$ cat src/rtl/ahb_cmd_master.sv
// ahb_cmd_master: turns single commands into one AHB-Lite NONSEQ transfer each.
// A command is accepted in IDLE; an aligned command runs ADDR -> DATA -> RSP,
// a misaligned or oversize one goes straight to RSP with an error and no bus
// activity. Every output comes straight from a flop, so each *_d value is
// computed from the next state rather than the current one.
module ahb_cmd_master #(
  parameter int ADDR_WIDTH = 32,
  parameter int DATA_WIDTH = 32
) (
  input  logic                  hclk,
  input  logic                  hresetn,
  input  logic                  cmd_valid,
  output logic                  cmd_ready,
  input  logic                  cmd_write,
  input  logic [ADDR_WIDTH-1:0] cmd_addr,
  input  logic [DATA_WIDTH-1:0] cmd_wdata,
  input  logic [2:0]            cmd_size,
  output logic                  rsp_valid,
  output logic [DATA_WIDTH-1:0] rsp_rdata,
  output logic                  rsp_err,
  output logic [15:0]           xfer_cnt,
  output logic                  hsel,
  output logic [1:0]            htrans,
  output logic                  hwrite,
  output logic [2:0]            hsize,
  output logic [ADDR_WIDTH-1:0] haddr,
  output logic [DATA_WIDTH-1:0] hwdata,
  input  logic                  hready,
  input  logic [DATA_WIDTH-1:0] hrdata,
  input  logic                  hresp
);

  localparam logic [2:0] MAX_SIZE     = (DATA_WIDTH == 64) ? 3'd3 : 3'd2;
  localparam logic [1:0] HTRANS_IDLE  = 2'b00;
  localparam logic [1:0] HTRANS_NSEQ  = 2'b10;

  typedef enum logic [1:0] {
    S_IDLE = 2'd0,
    S_ADDR = 2'd1,
    S_DATA = 2'd2,
    S_RSP  = 2'd3
  } state_t;

  state_t                  state_q, state_d;
  logic                    cmd_ready_q, cmd_ready_d;
  logic                    rsp_valid_q, rsp_valid_d;
  logic [DATA_WIDTH-1:0]   rsp_rdata_q, rsp_rdata_d;
  logic                    rsp_err_q, rsp_err_d;
  logic [15:0]             xfer_cnt_q, xfer_cnt_d;
  logic                    hsel_q, hsel_d;
  logic [1:0]              htrans_q, htrans_d;
  logic                    hwrite_q, hwrite_d;
  logic [2:0]              hsize_q, hsize_d;
  logic [ADDR_WIDTH-1:0]   haddr_q, haddr_d;
  logic [DATA_WIDTH-1:0]   hwdata_q, hwdata_d;
  // Command latch: only meaningful between acceptance and RSP, so left unreset.
  logic                    wr_q, wr_d;
  logic [DATA_WIDTH-1:0]   wdata_q, wdata_d;

  logic                    accept;
  logic                    aligned;
  logic [ADDR_WIDTH-1:0]   align_mask;

  // Alignment/size legality of the command currently offered.
  always_comb begin
    align_mask = ~({ADDR_WIDTH{1'b1}} << cmd_size);
    aligned    = (cmd_size <= MAX_SIZE) && ((cmd_addr & align_mask) == '0);
    accept     = cmd_valid && cmd_ready_q;
  end

  // Next-state and registered-output values.
  always_comb begin
    state_d     = state_q;
    xfer_cnt_d  = xfer_cnt_q;
    hwrite_d    = hwrite_q;
    hsize_d     = hsize_q;
    haddr_d     = haddr_q;
    hwdata_d    = hwdata_q;
    wr_d        = wr_q;
    wdata_d     = wdata_q;
    rsp_err_d   = 1'b0;
    rsp_rdata_d = '0;

    case (state_q)
      S_IDLE: begin
        if (accept) begin
          wr_d    = cmd_write;
          wdata_d = cmd_wdata;
          if (aligned) begin
            state_d  = S_ADDR;
            haddr_d  = cmd_addr;
            hwrite_d = cmd_write;
            hsize_d  = cmd_size;
          end else begin
            state_d   = S_RSP;
            rsp_err_d = 1'b1;
          end
        end
      end
      S_ADDR: begin
        if (hready) begin
          state_d = S_DATA;
          if (wr_q) hwdata_d = wdata_q;
        end
      end
      S_DATA: begin
        // hresp=1 with hready=0 is the first ERROR cycle: just another wait.
        if (hready) begin
          state_d     = S_RSP;
          xfer_cnt_d  = xfer_cnt_q + 16'd1;
          rsp_err_d   = hresp;
          rsp_rdata_d = (!wr_q && !hresp) ? hrdata : '0;
        end
      end
      default: state_d = S_IDLE;
    endcase

    cmd_ready_d = (state_d == S_IDLE);
    hsel_d      = (state_d == S_ADDR);
    htrans_d    = (state_d == S_ADDR) ? HTRANS_NSEQ : HTRANS_IDLE;
    rsp_valid_d = (state_d == S_RSP);
  end

  // State and output registers, cleared asynchronously by hresetn.
  always_ff @(posedge hclk or negedge hresetn) begin
    if (!hresetn) begin
      state_q     <= S_IDLE;
      cmd_ready_q <= 1'b0;
      rsp_valid_q <= 1'b0;
      rsp_rdata_q <= '0;
      rsp_err_q   <= 1'b0;
      xfer_cnt_q  <= '0;
      hsel_q      <= 1'b0;
      htrans_q    <= HTRANS_IDLE;
      hwrite_q    <= 1'b0;
      hsize_q     <= '0;
      haddr_q     <= '0;
      hwdata_q    <= '0;
    end else begin
      state_q     <= state_d;
      cmd_ready_q <= cmd_ready_d;
      rsp_valid_q <= rsp_valid_d;
      rsp_rdata_q <= rsp_rdata_d;
      rsp_err_q   <= rsp_err_d;
      xfer_cnt_q  <= xfer_cnt_d;
      hsel_q      <= hsel_d;
      htrans_q    <= htrans_d;
      hwrite_q    <= hwrite_d;
      hsize_q     <= hsize_d;
      haddr_q     <= haddr_d;
      hwdata_q    <= hwdata_d;
    end
  end

  // Command latch registers.
  always_ff @(posedge hclk) begin
    wr_q    <= wr_d;
    wdata_q <= wdata_d;
  end

  assign cmd_ready = cmd_ready_q;
  assign rsp_valid = rsp_valid_q;
  assign rsp_rdata = rsp_rdata_q;
  assign rsp_err   = rsp_err_q;
  assign xfer_cnt  = xfer_cnt_q;
  assign hsel      = hsel_q;
  assign htrans    = htrans_q;
  assign hwrite    = hwrite_q;
  assign hsize     = hsize_q;
  assign haddr     = haddr_q;
  assign hwdata    = hwdata_q;

endmodule

$ cat config.mk
export PLATFORM = sky130hd
export DESIGN_NAME = ahb_cmd_master
export DESIGN_NICKNAME = d
export VERILOG_FILES = /design/src/rtl/ahb_cmd_master.sv
export SDC_FILE = /design/constraint.sdc
export NUM_CORES = 1
export LEC_CHECK = 0
export ABC_AREA = 1
export CAP_MARGIN = 20
export CELL_PAD_IN_SITES_DETAIL_PLACEMENT = 0
export CELL_PAD_IN_SITES_GLOBAL_PLACEMENT = 1
export CORE_ASPECT_RATIO = 1.2
export CORE_MARGIN = 2
export CORE_UTILIZATION = 33
export DETAILED_ROUTE_END_ITERATION = 10
export PLACE_DENSITY = 0.92
export SYNTH_ARGS = -nofsm -noshare
export SYNTH_HDL_FRONTEND = slang
export SYNTH_SLANG_ARGS = --single-unit
$ cat constraint.sdc
create_clock -name hclk -period 2.3 [get_ports hclk]
set_input_delay 0.46 -clock hclk [delete_from_list [all_inputs] [get_ports hclk]]
set_output_delay 0.46 -clock hclk [all_outputs]
set_load 0.05 [all_outputs]
==> results of run 1 <==
==> layout by cell type (no fill, tap or decap), types with 4 or more instances in the layout <==
cell             count
buf_4               10
nand3_1              7
nor2_1              50
nand2_1            137
xnor2_1              6
xor2_1               5
o21ai_1             13
nand4_1              4
o21ai_0             33
dfrtp_1            122
edfxtp_1            33
clkbuf_16           17
clkdlybuf4s50_1    224
inv_1               81
o21ai_2             22
==> logic make-up (layout without fill, tap and decap cells) <==
family                     count (synthesis)  count (layout)  share of synthesized area [%]
AOI/OAI and AO/OA                         70              70                          7.360
xor gates and xnor gates                  11              11                          1.638
adders and majority gates                  1               1                         0.2127
buffers and inverters                    104             351                          7.636
DFF                                      155             155                          68.75
other                                      1               1                        0.06376
and+or+nand+nor                          207             207                          14.34
==> worst register-to-register path: cells and delay by family (launching register included) <==
| kind | cells | cell delay (ns) |
|---|---|---|
| buffers and inverters | 1 | 0.25 |
| DFF | 1 | 0.43 |
| and+or+nand+nor | 5 | 0.81 |
==> metal layers <==
| metal | part of all wire, % | vias up | wire length (µm) |
|---|---|---|---|
| met5 | 0 | - | 0 |
| met4 | 3.3 | 0 | 456 |
| met3 | 6.7 | 29 | 925 |
| met2 | 49 | 146 | 6729 |
| met1 | 41 | 1958 | 5745 |
| li1 | - | 2166 | - |
==> sequential cells by signal (all words and copies together) (netlist names) <==
signal and flops:
cmd_ready 1, haddr 32, hsize 3, htrans 1, hwdata 32, hwrite 1, rsp_err 1, rsp_rdata 32
rsp_valid 1, state_q 2, wdata_q 32, wr_q 1, xfer_cnt 16
==> Yosys cell counts <==
library cell | instances | share of area (%)
a21oi_1 | 2 | 0.17
buf_2 | 5 | 0.43
buf_4 | 4 | 0.51
buf_6 | 5 | 0.96
clkbuf_1 | 8 | 0.51
clkinv_1 | 1 | 0.064
conb_1 | 1 | 0.064
dfrtp_1 | 122 | 52
edfxtp_1 | 33 | 17
ha_1 | 1 | 0.21
inv_1 | 81 | 5.2
nand2_1 | 137 | 8.7
nand3_1 | 7 | 0.60
nand3_2 | 2 | 0.34
nand3_4 | 1 | 0.30
nand4_1 | 4 | 0.43
nor2_1 | 50 | 3.2
nor2_2 | 2 | 0.21
nor2_4 | 1 | 0.19
nor3_1 | 1 | 0.085
o21ai_0 | 33 | 2.8
o21ai_1 | 13 | 1.1
o21ai_2 | 22 | 3.3
or2_2 | 1 | 0.11
or2_4 | 1 | 0.15
xnor2_1 | 6 | 0.89
xor2_1 | 5 | 0.74
==> power breakdown <==
group,leakage (nW),internal (mW),switching (mW)
clock network,0.282,1.63,1.11
registers,1.89,3.58,0.403
logic,1.92,1.64,3.31
total,4.10,6.85,4.83
==> final cells by class <==
cell class / count / area [µm²] / area share, %
sequential: 155 / 4044 / 45.05
timing repair buffer: 237 / 2377 / 26.48
multi-input combinational: 290 / 1389 / 15.47
clock buffer: 19 / 442.9 / 4.934
inverter: 82 / 307.8 / 3.429
tap: 220 / 275.3 / 3.066
clock inverter: 13 / 141.4 / 1.575
==> stage by stage <==
step                total power, mW  hold WS [ns]
floorplan                     7.151        0.1644
CTS                           11.82       0.03446
finish                        11.67       0.02868
detailed placement            9.018        0.4688
global placement              8.949        0.4651
global route                  12.24       0.05085
==> how the worst min path moves through the flow <==
| stage | from | to | slack [ns] |
|---|---|---|---|
| finish | hresetn | cmd_ready | 0.03 |
| global route | hresetn | htrans[1] | 0.05 |
| CTS | hresetn | cmd_ready | 0.03 |
| detailed placement | haddr[13] | haddr[13] | 0.47 |
| global placement | hwdata[22] | hwdata[22] | 0.47 |
| floorplan | hresetn | cmd_ready | 0.16 |
==> out/metrics.yaml, run 1 <==
grt.busiest_layer: "met2"
die-width_um: 125.9
fillCellCount: 1607
vias: 4299
cts_resized: 0
critical_path.startpoint_type: "flip-flop"
grt_max_degree: 65
postPlaceCellArea_mm2: 0.008393
required_ns: 1.84
fin_crit_sh_pct: 95.02
grt_antenna_before_repair: 1
tightest_slew_ns: 0.6001
crit_type: "reg2out"
grt_use_met1_pct: 18.24
coreArea_mm2: 0.01751
holdBufCountCts: 0
cp_slowest_cell: "clkdlybuf4s50_1"
maxCapViolCount: 0
yosysSeqAreaShare_pct: 68.75
crit_buf_inv: 1
worst_ir_drop_vdd_mv: 0.6835
cpLargestDelayFamily: "buffers and inverters"
drc: 0
ys_types: 27
diodes: 0
maxSlewViolCount: 0
fin_ws_ns: 0.1146
grt_pass1_vias: 4235
tns_ns: 0
clock_latency_ns: 0.41
relSlewSlack_pct: 59.99
rrSetupSlack_ns: 0.69
crit_path_max_incr_delay_ns: 0.85
cts_buffers: 17
die-area_mm2: 0.01891
r2r-start: "state_q[1]"
nets: 889
worst_hold_path_type: "in2async"
power_density_mw_per_mm2: 1300
clock_sinks: 155
hpwl_um: 10050
clk_pin_slew_ns: 0.06
design_area_mm2: 0.008977
placementRows: 53
place_ws_ns: 0.2689
leakagePower_nw: 4.098
synth.net_count: 655
drt_iter0_markers: 227
gr-usage-all-layers_pct: 14.92
cp-end-kind: "output port"
fin_skew_ns: 0.007605
setup_viol: 0
cp.depth: 1
place_congestion: 0.8021
synth_warnings: 0
drt-wirelength-per-cell_um: 13.64
grt-ovfl-total: 0
numPortBuffers: 225
syn_area_mm2: 0.005882
reg2reg_depth: 6
use_met3_pct: 5.579
ys_ff_latch: 155
drtPass1Iterations: 4
viasPerCell: 4.231
worstPathCellList: "clkdlybuf4s50_1"
r2r_end: "htrans[1]"
postLayoutCoreUtil_pct: 51.28
h-tree-depth: 4
worstPathArrival_ns: 1.73
grt_first_pass_wirelength_um: 22160
area_growth_pct: 52.63
drive_gt1_share_pct: 9.171
num_io_pins: 227
critPathMaxFanout: 7
outcome: "finished clean"
post-cts-setup-buffer-count: 0
fin_crit_ns: 2.185
stdcell_count: 1016
fp.dieH_um: 150.3
cts_tree: "done"
clockBufferDepth: 2
placedCellCount: 984
endpoint: "xfer_cnt[12]"
grt_use_met2_pct: 23.76
netlist_instances: 549
initial_core_util_pct: 33.60
wl_um: 13860
fmax_mhz: 457.6
avgSynthCellArea_um2: 10.71
root_buffer: "clkbuf_16"
rsz0062_at_grt: "false"
cp-startpoint: "xfer_cnt[12]"
hold_viol_final: 0
ant_nets: 0
No activity file was read; power rests on OpenSTA's default activity.
==> run 2, diff against run 1 <==
- CAP_MARGIN: 20 -> 0
- CTS_CLUSTER_SIZE: unset -> 28
- SETUP_SLACK_MARGIN: unset -> 0.2
==> run 2 against run 1 <==
  * Sequential cell count unchanged
  * Sequential share of layout area fell by 0.44 points
  * Register-to-register slack worse by 0.04 ns
  * Cell count barely moved
  * Non-clock buffer count shrank 1
  * Maximum frequency up 6.5%
  * Count of clock-buffer cells in the layout grew 2
  * Routed wire length grew 0.66%
  * Clock power increased by 11%
  * Die area unchanged
  * Sequential power barely moved
  * Largest power group unchanged
==> out/metrics.yaml, run 2 (synthesis results as in run 1) <==
ant_nets: 0  # unchanged
required_ns: 1.84  # about the same
worstPathCellList: "clkdlybuf4s50_1"
grt_first_pass_wirelength_um: 22400  # +1.1%
post-cts-setup-buffer-count: 0  # unchanged
p_clk_share_pct: 25.4  # +1.9 points
setup_viol: 0  # unchanged
drive_gt1_share_pct: 8.679  # -0.49 points
cp-end-kind: "output port"
fin_skew_ns: 0.009342  # +0.001737 ns
critPathMaxFanout: 2  # -5
initial_core_util_pct: 33.60  # unchanged
r2r-start: "state_q[1]"
mostFrequentLayoutCells: "198 x clkdlybuf4s50_1, 137 x nand2_1, 122 x dfrtp_1"
cp.depth: 1  # unchanged
final_common_cell: "clkdlybuf4s50_1"
cellInternalPower_mw: 7.143  # +4.3%
hp-start: "haddr[11]"
h-tree-depth: 4  # unchanged
rrSetupSlack_ns: 0.65  # -0.04 ns
cpLargestDelayFamily: "buffers and inverters"
maxSlewViolCount: 0  # unchanged
root_buffer: "clkbuf_16"
place_congestion: 0.7721  # -3.7%
worst_ir_drop_vdd_mv: 0.7290  # +6.7%
r2r_end: "htrans[1]"
die-area_mm2: 0.01891  # unchanged
fin_crit_sh_pct: 89.26  # -5.8 points
num_io_pins: 227  # unchanged
fin_crit_ns: 2.053  # -0.1324 ns
grt_pass1_vias: 4275  # +0.94%
clk_pin_slew_ns: 0.06  # about the same
wl_um: 13950  # +0.66%
clock_latency_ns: 0.41  # about the same
maxCapViolCount: 0  # unchanged
fmax_mhz: 487.1  # +6.5%
power_mw: 11.94  # +2.3%
worstPathArrival_ns: 1.59  # -0.14 ns
diodes: 0  # unchanged
vias: 4334  # +0.81%
p_sw_share_pct: 40.17  # -1.2 points
placedCellCount: 982  # -0.20%
crit_path_max_incr_delay_ns: 0.81  # -0.04 ns
tightest_slew_ns: 0.5802  # -0.01988 ns
grt_max_degree: 65  # unchanged
area_growth_pct: 54.12
relSlewSlack_pct: 61.32  # +1.3 points
grt_antenna_before_repair: 0  # -1
rsz0062_at_grt: "false"
crit_buf_inv: 1  # unchanged
pwr-share-comb_pct: 41.3  # -1.1 points
hold_viol_final: 0  # unchanged
cts_buffers: 17  # unchanged
drt_iter0_markers: 193  # -15%
sequentialPowerShare_pct: 33.3  # -0.8 points
p_sw_mw: 4.797  # -0.58%
gr-usage-all-layers_pct: 15.05  # +0.14 points
leakagePower_nw: 4.319  # +5.4%
crit_type: "reg2out"
drtPass1Iterations: 4  # unchanged
worst_hold_path_type: "reg2reg"
drc: 0  # unchanged
tns_ns: 0  # unchanged
viasPerCell: 4.270  # +0.91%
critical_path.startpoint_type: "flip-flop"
placementRows: 53  # unchanged
worst_hold_path.num_cells: 2
drt-wirelength-per-cell_um: 13.74  # +0.76%
reg2reg_depth: 6  # unchanged
cp_slowest_cell: "clkdlybuf4s50_1"
coreArea_mm2: 0.01751  # unchanged
clockBufferDepth: 2  # unchanged
power_density_mw_per_mm2: 1317  # +1.3%
stdcell_count: 1015  # -0.098%
outcome: "finished clean"
hold_end: "haddr[11]"
numPortBuffers: 225  # unchanged
fp.dieH_um: 150.3  # unchanged
hpwl_um: 10070  # +0.18%
grt-ovfl-total: 0  # unchanged
die-width_um: 125.9  # unchanged
nets: 888  # -0.11%
clock_sinks: 155  # unchanged
cts_tree: "done"
## run 2: cell types whose count changed in the layout (fill, tap and decap cells not counted), sizes merged
cell	before	now
dlymetal6s2s	0	11
clkinv	7	5
bufinv	2	5
inv	84	82
clkdlybuf4s50	224	198
clkinvlp	2	1
dlygate4sd3	0	1
buf	13	11
clkbuf	19	21
dlygate4sd2	0	15
## run 2: layout make-up
cell class / count / area (µm²)
Fill cell: 1579 / 8442
Tap cell: 220 / 275.3
Clock inverter: 11 / 192.7
Clock buffer: 21 / 450.4
Sequential cell: 155 / 4044
Multi-Input combinational cell: 290 / 1389
Inverter: 82 / 307.8
Timing Repair Buffer: 236 / 2406
## run 2: worst max path at each step
stage / startpoint / to / slack [ns]
floorplan: cmd_ready / haddr[11] / 0.21
global placement: cmd_valid / htrans[1] / 0.27
detailed placement: cmd_valid / htrans[1] / 0.27
CTS: hwdata[28] / hwdata[28] / 0.20
global route: haddr[15] / haddr[15] / 0.20
finish: haddr[8] / haddr[8] / 0.25
## run 2: worst min-delay path, delay by kind of cell, from the launching register on
family	cells	cell delay, ns
AND/OR/NAND/NOR	1	0.06
flip-flops	1	0.34
AO/OA/AOI/OAI	1	0.05
## run 2: power groups by stage
stage | clock network (mW) | logic (mW) | registers, mW
after floorplan | 0 | 0.930 | 6.22
after global placement | 0 | 4.97 | 4.01
after detailed placement | 0 | 5.01 | 4.02
after CTS | 3.11 | 4.99 | 3.99
after global routing | 3.25 | 5.20 | 4.08
final | 3.03 | 4.93 | 3.98
## run 2: stage by stage
stage                     area, µm²  hold WS, ns  utilization [%]  setup WS [ns]
after detailed placement       8403       0.4101            48.00         0.2703
after global placement         8403       0.4081            48.00         0.2694
final                          9065       0.4821            51.78         0.2470
after CTS                      9037       0.4853            51.62         0.2047
after floorplan                5882       0.1644                -         0.2145
after global routing           9065       0.5056            51.78         0.2003
## run 2: routing by layer
layer / global-route usage, % / share of wire [%] / vias to the layer above
li1: - / - / 2152
met3: 4.335 / 6.0 / 13
met5: 0 / 0 / -
met2: 25.97 / 52 / 123
met1: 18.02 / 40 / 2046
met4: 5.495 / 1.4 / 0
## run 2: repair_timing
action,in CTS,in global routing
hold buffers,1,0
resized for setup,15,11
hold endpoints to repair,25,0
setup endpoints to repair,15,11
pin swaps,0,0
==> run 3, diff against run 2 <==
- ABC_CLOCK_PERIOD_IN_PS: unset -> 2300
- GPL_TIMING_DRIVEN: unset -> 0
- MAX_ROUTING_LAYER: unset -> met4
==> run 3 against run 2 <==
  * Register-to-register slack got worse by 0.16 ns
  * Via count increased by 1.3%
  * Highest routed layer unchanged
  * Total power fell by 0.14%
==> out/metrics.yaml, run 3 (synthesis results as in run 1) <==
vias: 4391  # +1.3%
drtPass1Iterations: 4  # unchanged
clk_pin_slew_ns: 0.06  # about the same
ant_nets: 0  # unchanged
cts_tree: "done"
crit_path_max_incr_delay_ns: 0.84  # +0.03 ns
fin_crit_ns: 2.060  # +0.007420 ns
tightest_slew_ns: 0.9316  # +0.3513 ns
diodes: 0  # unchanged
viasPerCell: 4.259  # -0.26%
drc: 0  # unchanged
grt_max_degree: 64  # -1.5%
place_congestion: 0.7320  # -5.2%
grt_antenna_before_repair: 0  # unchanged
fillCellCount: 1594  # +0.95%
critPathMaxFanout: 2  # unchanged
hold_viol_final: 0  # unchanged
h-tree-depth: 4  # unchanged
coreArea_mm2: 0.01751  # unchanged
reg2reg_depth: 2  # -4
cp-end-kind: "output port"
crit_type: "reg2out"
worst_ir_drop_vdd_mv: 0.7787  # +6.8%
area_growth_pct: 55.48
maxCapViolCount: 0  # unchanged
worst_hold_path_type: "in2async"
clockBufferDepth: 2  # unchanged
rsz0062_at_grt: "false"
setup_viol: 0  # unchanged
grt_pass1_vias: 4459  # +4.3%
gr-usage-all-layers_pct: 16.02  # +0.97 points
hpwl_um: 10530  # +4.6%
rrSetupSlack_ns: 0.49  # -0.16 ns
critical_path.startpoint_type: "flip-flop"
drt-wirelength-per-cell_um: 14.03  # +2.1%
mostFrequentLayoutCells: "184 x clkdlybuf4s50_1, 137 x nand2_1, 122 x dfrtp_1"
numPortBuffers: 225  # unchanged
leakagePower_nw: 4.517  # +4.6%
root_buffer: "clkbuf_16"
placementRows: 53  # unchanged
grt_first_pass_wirelength_um: 23070  # +3.0%
worstPathCellList: "clkdlybuf4s50_1"
multi_input_area_mm2: 0.001395  # +0.45%
drive_gt1_share_pct: 10.11  # +1.4 points
postPlaceCellArea_mm2: 0.008438  # +0.42%
initial_core_util_pct: 33.60  # unchanged
worstPathArrival_ns: 1.60  # about the same
r2r_end: "wdata_q[13]"
relSlewSlack_pct: 37.83  # -23 points
grt-ovfl-total: 0  # unchanged
seq_area_mm2: 0.004044  # unchanged
wl_um: 14470  # +3.7%
die-area_mm2: 0.01891  # unchanged
fmax_mhz: 485.3  # -0.36%
crit_buf_inv: 1  # unchanged
cts_buffers: 17  # unchanged
holdBufCountCts: 0  # -1
power_density_mw_per_mm2: 1304  # -1.0%
r2r-start: "state_q[1]"
clock_sinks: 155  # unchanged
fin_crit_sh_pct: 89.58  # +0.32 points
maxSlewViolCount: 0  # unchanged
fp.dieH_um: 150.3  # unchanged
tns_ns: 0  # unchanged
fin_skew_ns: 0.01142  # +0.002081 ns
design_area_mm2: 0.009145  # +0.88%
outcome: "finished clean"
clock_latency_ns: 0.42  # about the same
die-width_um: 125.9  # unchanged
final_common_cell: "clkdlybuf4s50_1"
nets: 904  # +1.8%
required_ns: 1.84  # about the same
holdWs_ns: 0.02634  # -0.4558 ns
num_io_pins: 227  # unchanged
drt_iter0_markers: 238  # +23%
cp_slowest_cell: "clkdlybuf4s50_1"
cpLargestDelayFamily: "buffers and inverters"
==> run 3: cell types whose count changed in the layout (fill, tap and decap cells not counted), sizes merged <==
cell and delta:
clkbuf +4, clkdlybuf4s50 -14, nor2 +1, dlygate4sd2 +1
dlygate4sd3 -1, clkinvlp +6, buf +8, bufinv -1
clkinv -4, inv +3, dlymetal6s2s +13
==> run 3: layer usage <==
metal	part of all wire, %	global-route usage, %
met2	53	27.27
met5	0	-
met4	1.8	5.385
met3	5.7	4.584
met1	39	18.32
==> run 3: what timing repair did <==
item	CTS	global route
pin swaps	1	1
setup buffers	0	3
gates resized for setup	16	24
setup endpoints to repair	56	49
gates cloned	1	0
==> run 3: metrics by stage <==
stage / total power [mW] / cells / utilization (%) / setup WS, ns
after floorplan: 7.151 / 549 / - / 0.2145
after global placement: 8.949 / 994 / 48.03 / -4.168
after detailed placement: 9.029 / 995 / 48.20 / -0.4715
after CTS: 12.07 / 1028 / 51.77 / 0.2080
after global routing: 12.50 / 1031 / 52.24 / 0.2012
final: 11.92 / 1031 / 52.24 / 0.2396
==> run 3: cell type report <==
type | count | area share [%]
Clock buffer | 17 | 4.652
Sequential cell | 155 | 44.22
Timing Repair Buffer | 229 | 25.63
Buffer | 22 | 1.546
Tap cell | 220 | 3.010
Multi-Input combinational cell | 291 | 15.26
Clock inverter | 15 | 2.326
Inverter | 82 | 3.366
==> run 3: how the worst max path moves through the flow <==
stage,start,slack (ns),depth (start not counted),to
2_1_floorplan,cmd_ready,0.21,6,haddr[11]
3_3_place_gp,hresetn,-4.17,1,haddr[20]
5_1_grt,haddr[16],0.20,1,haddr[16]
3_5_place_dp,cmd_valid,-0.47,7,haddr[13]
6_report,hwdata[28],0.24,1,hwdata[28]
4_1_cts,hwdata[30],0.21,1,hwdata[30]
==> run 3: report_power, final <==
group	internal (mW)	leakage (nW)	switching, mW
Combinational	1.60	2.33	3.34
Clock	1.84	0.288	1.17
Sequential	3.58	1.89	0.396
Total	7.01	4.52	4.91
